### src/rtl/axi_wresp_chs.sv
// axi_wresp_chs -- write response channel stage of the AXI MMU wrapper.
//
// Records each write's translation outcome in issue order. Translated writes
// get the master-side B beat forwarded to the slave port; dropped writes get a
// locally generated error response once the write data stage has drained the
// burst. Exactly one in-order B response is produced per accepted write address.
//
// Ports:
//   clk          clock
//   reset_       asynchronous active-low reset
//   done         pulse: translation ok, write issued to master (push tag 0)
//   drop         pulse: translation failed (push tag 1)
//   drop_done    pulse: a dropped burst has been fully drained (drop credit)
//   in_bresp     master B response
//   in_buser     master B user field
//   in_mbvalid   master B valid
//   out_mbready  master B ready (combinational, high only in FWD)
//   out_bresp    slave B response (registered)
//   out_buser    slave B user field (registered)
//   out_sbvalid  slave B valid (registered)
//   in_sbready   slave B ready
//   out_pending  order FIFO occupancy
//   out_err      sticky protocol error, cleared only by reset

module axi_wresp_chs #(
    parameter int unsigned ORDER_DEPTH = 16,
    parameter int unsigned USER_WIDTH  = 2,
    parameter logic [1:0]  ERR_RESP    = 2'b11
) (
    input  logic                          clk,
    input  logic                          reset_,
    input  logic                          done,
    input  logic                          drop,
    input  logic                          drop_done,
    input  logic [1:0]                    in_bresp,
    input  logic [USER_WIDTH-1:0]         in_buser,
    input  logic                          in_mbvalid,
    output logic                          out_mbready,
    output logic [1:0]                    out_bresp,
    output logic [USER_WIDTH-1:0]         out_buser,
    output logic                          out_sbvalid,
    input  logic                          in_sbready,
    output logic [$clog2(ORDER_DEPTH):0]  out_pending,
    output logic                          out_err
);

    localparam int unsigned PtrW = $clog2(ORDER_DEPTH);
    localparam int unsigned CntW = PtrW + 1;

    localparam logic [PtrW-1:0] PtrOne = 1;
    localparam logic [CntW-1:0] CntOne = 1;
    localparam logic [CntW-1:0] CntFull = CntW'(ORDER_DEPTH);

    typedef enum logic [1:0] {
        StIdle    = 2'd0,
        StFwd     = 2'd1,
        StErrWait = 2'd2,
        StSend    = 2'd3
    } state_e;

    state_e state_q, state_d;

    // Order FIFO: one tag bit per outstanding write (1 = locally generated error).
    logic [ORDER_DEPTH-1:0] tag_q;
    logic [PtrW-1:0]        wptr_q, rptr_q;
    logic [CntW-1:0]        cnt_q, cnt_d;
    logic [CntW-1:0]        credit_q, credit_d;
    logic                   err_q;

    logic push_req, push, pop, fifo_full, fifo_empty, head_tag;
    logic consume, credit_sat, err_set;
    logic load_fwd;

    //--------------------------------------------------------------------------
    // FIFO and credit bookkeeping
    //--------------------------------------------------------------------------
    always_comb begin
        push_req   = done | drop;
        fifo_full  = (cnt_q == CntFull);
        fifo_empty = (cnt_q == '0);
        push       = push_req & ~fifo_full;
        pop        = out_sbvalid & in_sbready;
        head_tag   = tag_q[rptr_q];

        // An error entry is consumed once a drained-burst credit exists, or
        // arrives in this very cycle.
        consume    = (state_q == StErrWait) & ((credit_q != '0) | drop_done);
        credit_sat = drop_done & ~consume & (credit_q == '1);
        err_set    = (done & drop) | (push_req & fifo_full) | credit_sat;

        unique case ({push, pop})
            2'b10:   cnt_d = cnt_q + CntOne;
            2'b01:   cnt_d = cnt_q - CntOne;
            default: cnt_d = cnt_q;
        endcase

        credit_d = credit_q;
        if (drop_done && !consume && !credit_sat) begin
            credit_d = credit_q + CntOne;
        end else if (!drop_done && consume) begin
            credit_d = credit_q - CntOne;
        end
    end

    always_ff @(posedge clk or negedge reset_) begin
        if (!reset_) begin
            tag_q    <= '0;
            wptr_q   <= '0;
            rptr_q   <= '0;
            cnt_q    <= '0;
            credit_q <= '0;
            err_q    <= 1'b0;
        end else begin
            if (push) begin
                // Simultaneous done+drop records the failure only.
                tag_q[wptr_q] <= drop;
                wptr_q        <= wptr_q + PtrOne;
            end
            if (pop) begin
                rptr_q <= rptr_q + PtrOne;
            end
            cnt_q    <= cnt_d;
            credit_q <= credit_d;
            if (err_set) begin
                err_q <= 1'b1;
            end
        end
    end

    //--------------------------------------------------------------------------
    // Response FSM: state register / next state / outputs
    //--------------------------------------------------------------------------
    always_ff @(posedge clk or negedge reset_) begin
        if (!reset_) begin
            state_q <= StIdle;
        end else begin
            state_q <= state_d;
        end
    end

    always_comb begin
        state_d = state_q;
        unique case (state_q)
            StIdle: begin
                if (!fifo_empty) begin
                    state_d = head_tag ? StErrWait : StFwd;
                end
            end
            StFwd: begin
                if (in_mbvalid) begin
                    state_d = StSend;
                end
            end
            StErrWait: begin
                if (consume) begin
                    state_d = StSend;
                end
            end
            StSend: begin
                if (in_sbready) begin
                    state_d = StIdle;
                end
            end
            default: state_d = StIdle;
        endcase
    end

    always_comb begin
        out_mbready = (state_q == StFwd);
        load_fwd    = out_mbready & in_mbvalid;
    end

    // Slave B payload: loaded on entry to SEND, held until the handshake.
    always_ff @(posedge clk or negedge reset_) begin
        if (!reset_) begin
            out_sbvalid <= 1'b0;
            out_bresp   <= 2'b00;
            out_buser   <= '0;
        end else if (load_fwd) begin
            out_sbvalid <= 1'b1;
            out_bresp   <= in_bresp;
            out_buser   <= in_buser;
        end else if (consume) begin
            out_sbvalid <= 1'b1;
            out_bresp   <= ERR_RESP;
            out_buser   <= '0;
        end else if (pop) begin
            out_sbvalid <= 1'b0;
        end
    end

    assign out_pending = cnt_q;
    assign out_err     = err_q;

endmodule

### config.mk
export PLATFORM = sky130hd
export DESIGN_NAME = axi_wresp_chs
export DESIGN_NICKNAME = d
export VERILOG_FILES = /design/src/rtl/axi_wresp_chs.sv
export SDC_FILE = /design/constraint.sdc
export NUM_CORES = 1
export LEC_CHECK = 0
export BUFFER_PORTS_ARGS = -buffer_cell sky130_fd_sc_hd__buf_2
export CAP_MARGIN = 25
export CORE_AREA = 2 2 77 79
export DETAILED_ROUTE_END_ITERATION = 10
export DIE_AREA = 0 0 79 81
export HOLD_SLACK_MARGIN = 0.08
export PLACE_DENSITY = 0.66
export SLEW_MARGIN = 15
export SYNTH_ARGS = -nofsm -noshare
export SYNTH_HDL_FRONTEND = slang
export SYNTH_SLANG_ARGS = --single-unit
export TNS_END_PERCENT = 10
### constraint.sdc
create_clock -name clk -period 3.5 [get_ports clk]
set_input_delay 0.175 -clock clk [delete_from_list [all_inputs] [get_ports clk]]
set_output_delay 0.175 -clock clk [all_outputs]
set_load 0.01 [all_outputs]
==> results <==
- The run finished with clean final reports.
- The die area is between 6000 and 7000 um^2.
- For this run, the detailed router's first-pass iteration total came to 4.
- The first global-routing pass estimated approximately 8000 um of wire.
- Derived from the worst setup path, the maximum achievable clock frequency is 354 MHz.
- The sequential standard cell area is about 1100 um^2.
- The worst hold-check path type is primary input to flop.
- For this design the top-level I/O count stands at 23.
- The longest clock path from root to sink contains 2 buffers.
- For this configuration, the core starts out at a cell density of 0.428.
- In this run the cell area of the synthesized design comes to around 2400 um^2.
- The flop-to-flop setup slack is a little under 0.7 ns.
- The worst flop-to-flop path startpoint is out_pending[1].
- The number of hold violations in the final report came to 0.
- The ratio of total power to cell area is 921 nW/um^2.
- The count of buffers inserted at the top-level ports is 22.
- The number of buffers and inverters on the critical path is 1.
- The worst setup path is captured at a flop.
- Buffers inserted during clock tree synthesis total 5.
- The mean instance size in the synthesized netlist is between 10 and 15 um^2.
- The HPWL after detailed placement is ~3200 um.
- The worst hold path begins at in_bresp[1].
- The height of the die is between 80 and 90 um.
- Max-cap violations in this run came to 0.
- The number of cells on the worst reg-to-reg path is 11.
- The post-layout minimum cycle time is about 2.8 ns.
- The worst pin sits at a relative slew slack of 0.698.
- Clock skew on the completed layout was measured at about 0.010 ns.
- The floorplan core area is between 5000 and 6000 um^2.
- In the synthesized netlist the dominant register cell turns out to be dfrtp_1.
- The combined area of the multi-input logic cells is around 1300 um^2.
- In this run the static leakage power is roughly 1.2 nW.
- The number of antenna diodes in the final layout is 0.
- For the pin with the worst max-slew slack, the measured transition is about 0.45 ns.
- The number of synthesized register bits is 42.
- The share of async-settable or async-resettable flops after synthesis is 1.00.
- The sequential share of the synthesized area is 0.432.
- Setup slack closes at slightly below 0.7 ns.
- Entering global routing, the biggest net connects between 40 and 50 pins.
- The number of enable flip-flop cells after synthesis is 0.
- In this run the remaining antenna-violating nets after routing total 0.
- The longest individual stage delay on the worst path is around 0.50 ns.
- The number of fill cells is approximately 550.
- Setup repair after global routing left no endpoint under its margin.
- Grouping stages by cell kind, the critical path spends the most delay in compound AO/OA/AOI/OAI gates.
- The post-synthesis cell type with the largest combined area is dfrtp_1.
- The total power is 2.51 mW.
- The number of global-route vias before repair is ~1700.
- Wires add up to between 4000 and 5000 um.
- The share of the synthesized area in the top cell type is 0.432.
- The average vias per placed instance is around 5.2.
- From synthesis to final layout, the design area changed by 12.0%.
- At the worst endpoint, the required time is 3.73 ns.
- Setup violations remaining at the end of the flow were counted as 0.
- The clock latency on the worst-skew pair is 0.30 ns.
- TritonCTS built the clock tree.
- The number of clock sinks is 42.
- The worst vdd rail ir drop is 0.345 mV.
- For this run, the post-layout net count is 269.
- The global placer's final weighted congestion is roughly 0.82.
- The worst hold path passes through 2 cells.
- Traced cell by cell, the critical path runs through nor4_4, a21oi_1, inv_1, ha_1, xor2_1, ha_1, a21boi_0, o221ai_1, a21o_1, a21oi_1, xor2_1.
- Synthesis produced a netlist with a net count of around 250.
- The category of the critical setup timing path is flop to flop.
- Synthesis produced a netlist whose cell count is 219.
- The routed layout has around 1600 vias.
- After detailed routing, the average wire length per cell comes to between 10 and 15 um.
- For this run, design rule violations remaining after detail routing come to 0.
- On the critical path, the stage with the largest delay is an instance of dfrtp_1.
- Setup total negative slack on the finished layout was measured at 0 ns.
- The number of distinct standard cells referenced by the synthesized netlist is 44.
- The final number of max-transition violations is 0.
- The buffer cell driving the clock tree root is clkbuf_8.
- The depth of the CTS H-tree is 2.
- Of the cells placed in the final design, the portion with a size suffix greater than 1 is 0.261.
- The capture point of the worst reg-to-reg path is out_pending[4].
- In this run the worst path has a maximum fanout of 10.
- The post-route clock period utilization is 0.807.
- In the global route stage, overall resource usage came out at 0.161.
- The first routing iteration left 58 violations.
- The CTS clock-pin slew for the worst setup and hold paths is ~0.090 ns.
- For hold timing, the worst endpoint is out_bresp[1].
- The horizontal extent of the die is 79 um.
- The post-CTS resize count is 0.
- Row generation in the floorplan step produced 28 rows.
- Sorting the synthesized cells by area gives the leading types as dfrtp_1 (43%), mux2_2 (9.7%), ha_1 (8.7%).
- The kind of start point of the critical path is a flop.
- Counting buffers and inverters, the worst setup path is 11 cells deep.
- The worst slack at placement is between 0.7 and 0.8 ns.
- The number of antenna violations at the first check in global routing is 0.
- Yosys printed 0 warnings.
- The data arrival time of the critical path is 3.06 ns.
- The global-route congestion overflow total is 0.
-- how the worst max path moves through the flow --
| stage | end | from | slack, ns |
|---|---|---|---|
| 3_5_place_dp | out_pending[4] | out_pending[1] | 0.70 |
| 2_1_floorplan | out_pending[4] | out_pending[1] | 0.55 |
| 6_report | out_pending[4] | out_pending[1] | 0.68 |
| 4_1_cts | out_pending[4] | out_pending[1] | 0.67 |
| 5_1_grt | out_pending[4] | out_pending[1] | 0.39 |
| 3_3_place_gp | out_pending[4] | out_pending[1] | 0.81 |
-- per-stage QoR --
step | hold slack, ns | instances | utilization | cell area (um^2)
after detailed placement | 0.385 | 305 | 0.456 | 2590
final | 0.107 | 316 | 0.480 | 2720
after global placement | 0.377 | 305 | 0.456 | 2590
after CTS | 0.101 | 315 | 0.476 | 2700
after global routing | 0.112 | 316 | 0.480 | 2720
after floorplan | -0.121 | 219 | - | 2430
-- per-layer routing --
| metal | global-route usage | share of wire |
|---|---|---|
| met5 | 0 | 0 |
| met4 | 0.0259 | 0.0018 |
| met3 | 0.0478 | 0.039 |
| met2 | 0.280 | 0.48 |
| met1 | 0.203 | 0.48 |
-- sequential cells by signal, summed over array words and instances, names as in the netlist --
| register | flops |
|---|---|
| tag_q | 16 |
| credit_q | 5 |
| out_pending | 5 |
| rptr_q | 4 |
| wptr_q | 4 |
| out_bresp | 2 |
| out_buser | 2 |
| state_q | 2 |
| out_err | 1 |
| out_sbvalid | 1 |
-- logic make-up after synthesis --
logic type | synth area share
DFF | 0.432
adders and majority gates | 0.0957
buffers and inverters | 0.0453
AOI/OAI and AO/OA | 0.127
muxes | 0.127
xor gates and xnor gates | 0.0576
and+or+nand+nor | 0.115
-- final cells by class --
cell class                 count  share of cell area
sequential                    42               0.386
clock buffer                   6              0.0303
inverter                      15              0.0207
multi-input combinational    150               0.466
timing repair buffer          26              0.0579
tap                           75              0.0345
clock inverter                 2             0.00459
-- worst register-to-register path: stages (launching register included) --
cell and delay (ns):
dfrtp_1 0.50, nor4_4 0.40, a21oi_1 0.14, inv_1 0.09, ha_1 0.37, xor2_1 0.19
ha_1 0.20, a21boi_0 0.18, o221ai_1 0.16, a21o_1 0.20, a21oi_1 0.18, xor2_1 0.15
-- timing repair --
action / 4_1_cts / 5_1_grt
setup buffers: 0 / 0
hold endpoints to repair: 43 / 0
hold buffers: 2 / 0
-- Yosys cell counts, drive strengths merged (2+ instances only) --
library cell  instances
a21o                  3
a21oi                10
a22oi                 2
a32o                  2
buf                   6
clkbuf                6
dfrtp                42
ha                   17
inv                  15
mux2                 23
mux4                  2
nand2                 9
nand2b                2
nand3                13
nand4                 7
nor2                  7
nor2b                 4
o21ai                11
o22a                  2
o22ai                 2
xnor2                 9
xor2                  7
-- power by group --
part | switching (mW) | internal (mW) | total (mW)
Combinational | 0.557 | 0.615 | 1.17
Clock | 0.172 | 0.159 | 0.331
Sequential | 0.273 | 0.733 | 1.01
-- layout by cell type, fill, tap and decap left out, types with 2 or more instances in the layout --
cell and n:
mux4_2 2, nand3_1 13, ha_1 17, dlygate4sd3_1 2, a21oi_1 10, o22ai_1 2
inv_1 15, nand2b_1 2, o21ai_4 2, xnor2_1 9, dfrtp_1 42, a32o_1 2
a21o_1 3, nand2_1 9, clkbuf_8 6, nor2_1 7, o22a_1 2, buf_2 22
nor2b_1 4, o21ai_0 9, nand4_1 7, a22oi_1 2, mux2_2 21, xor2_1 7
No activity file was read; power rests on OpenSTA's default activity.
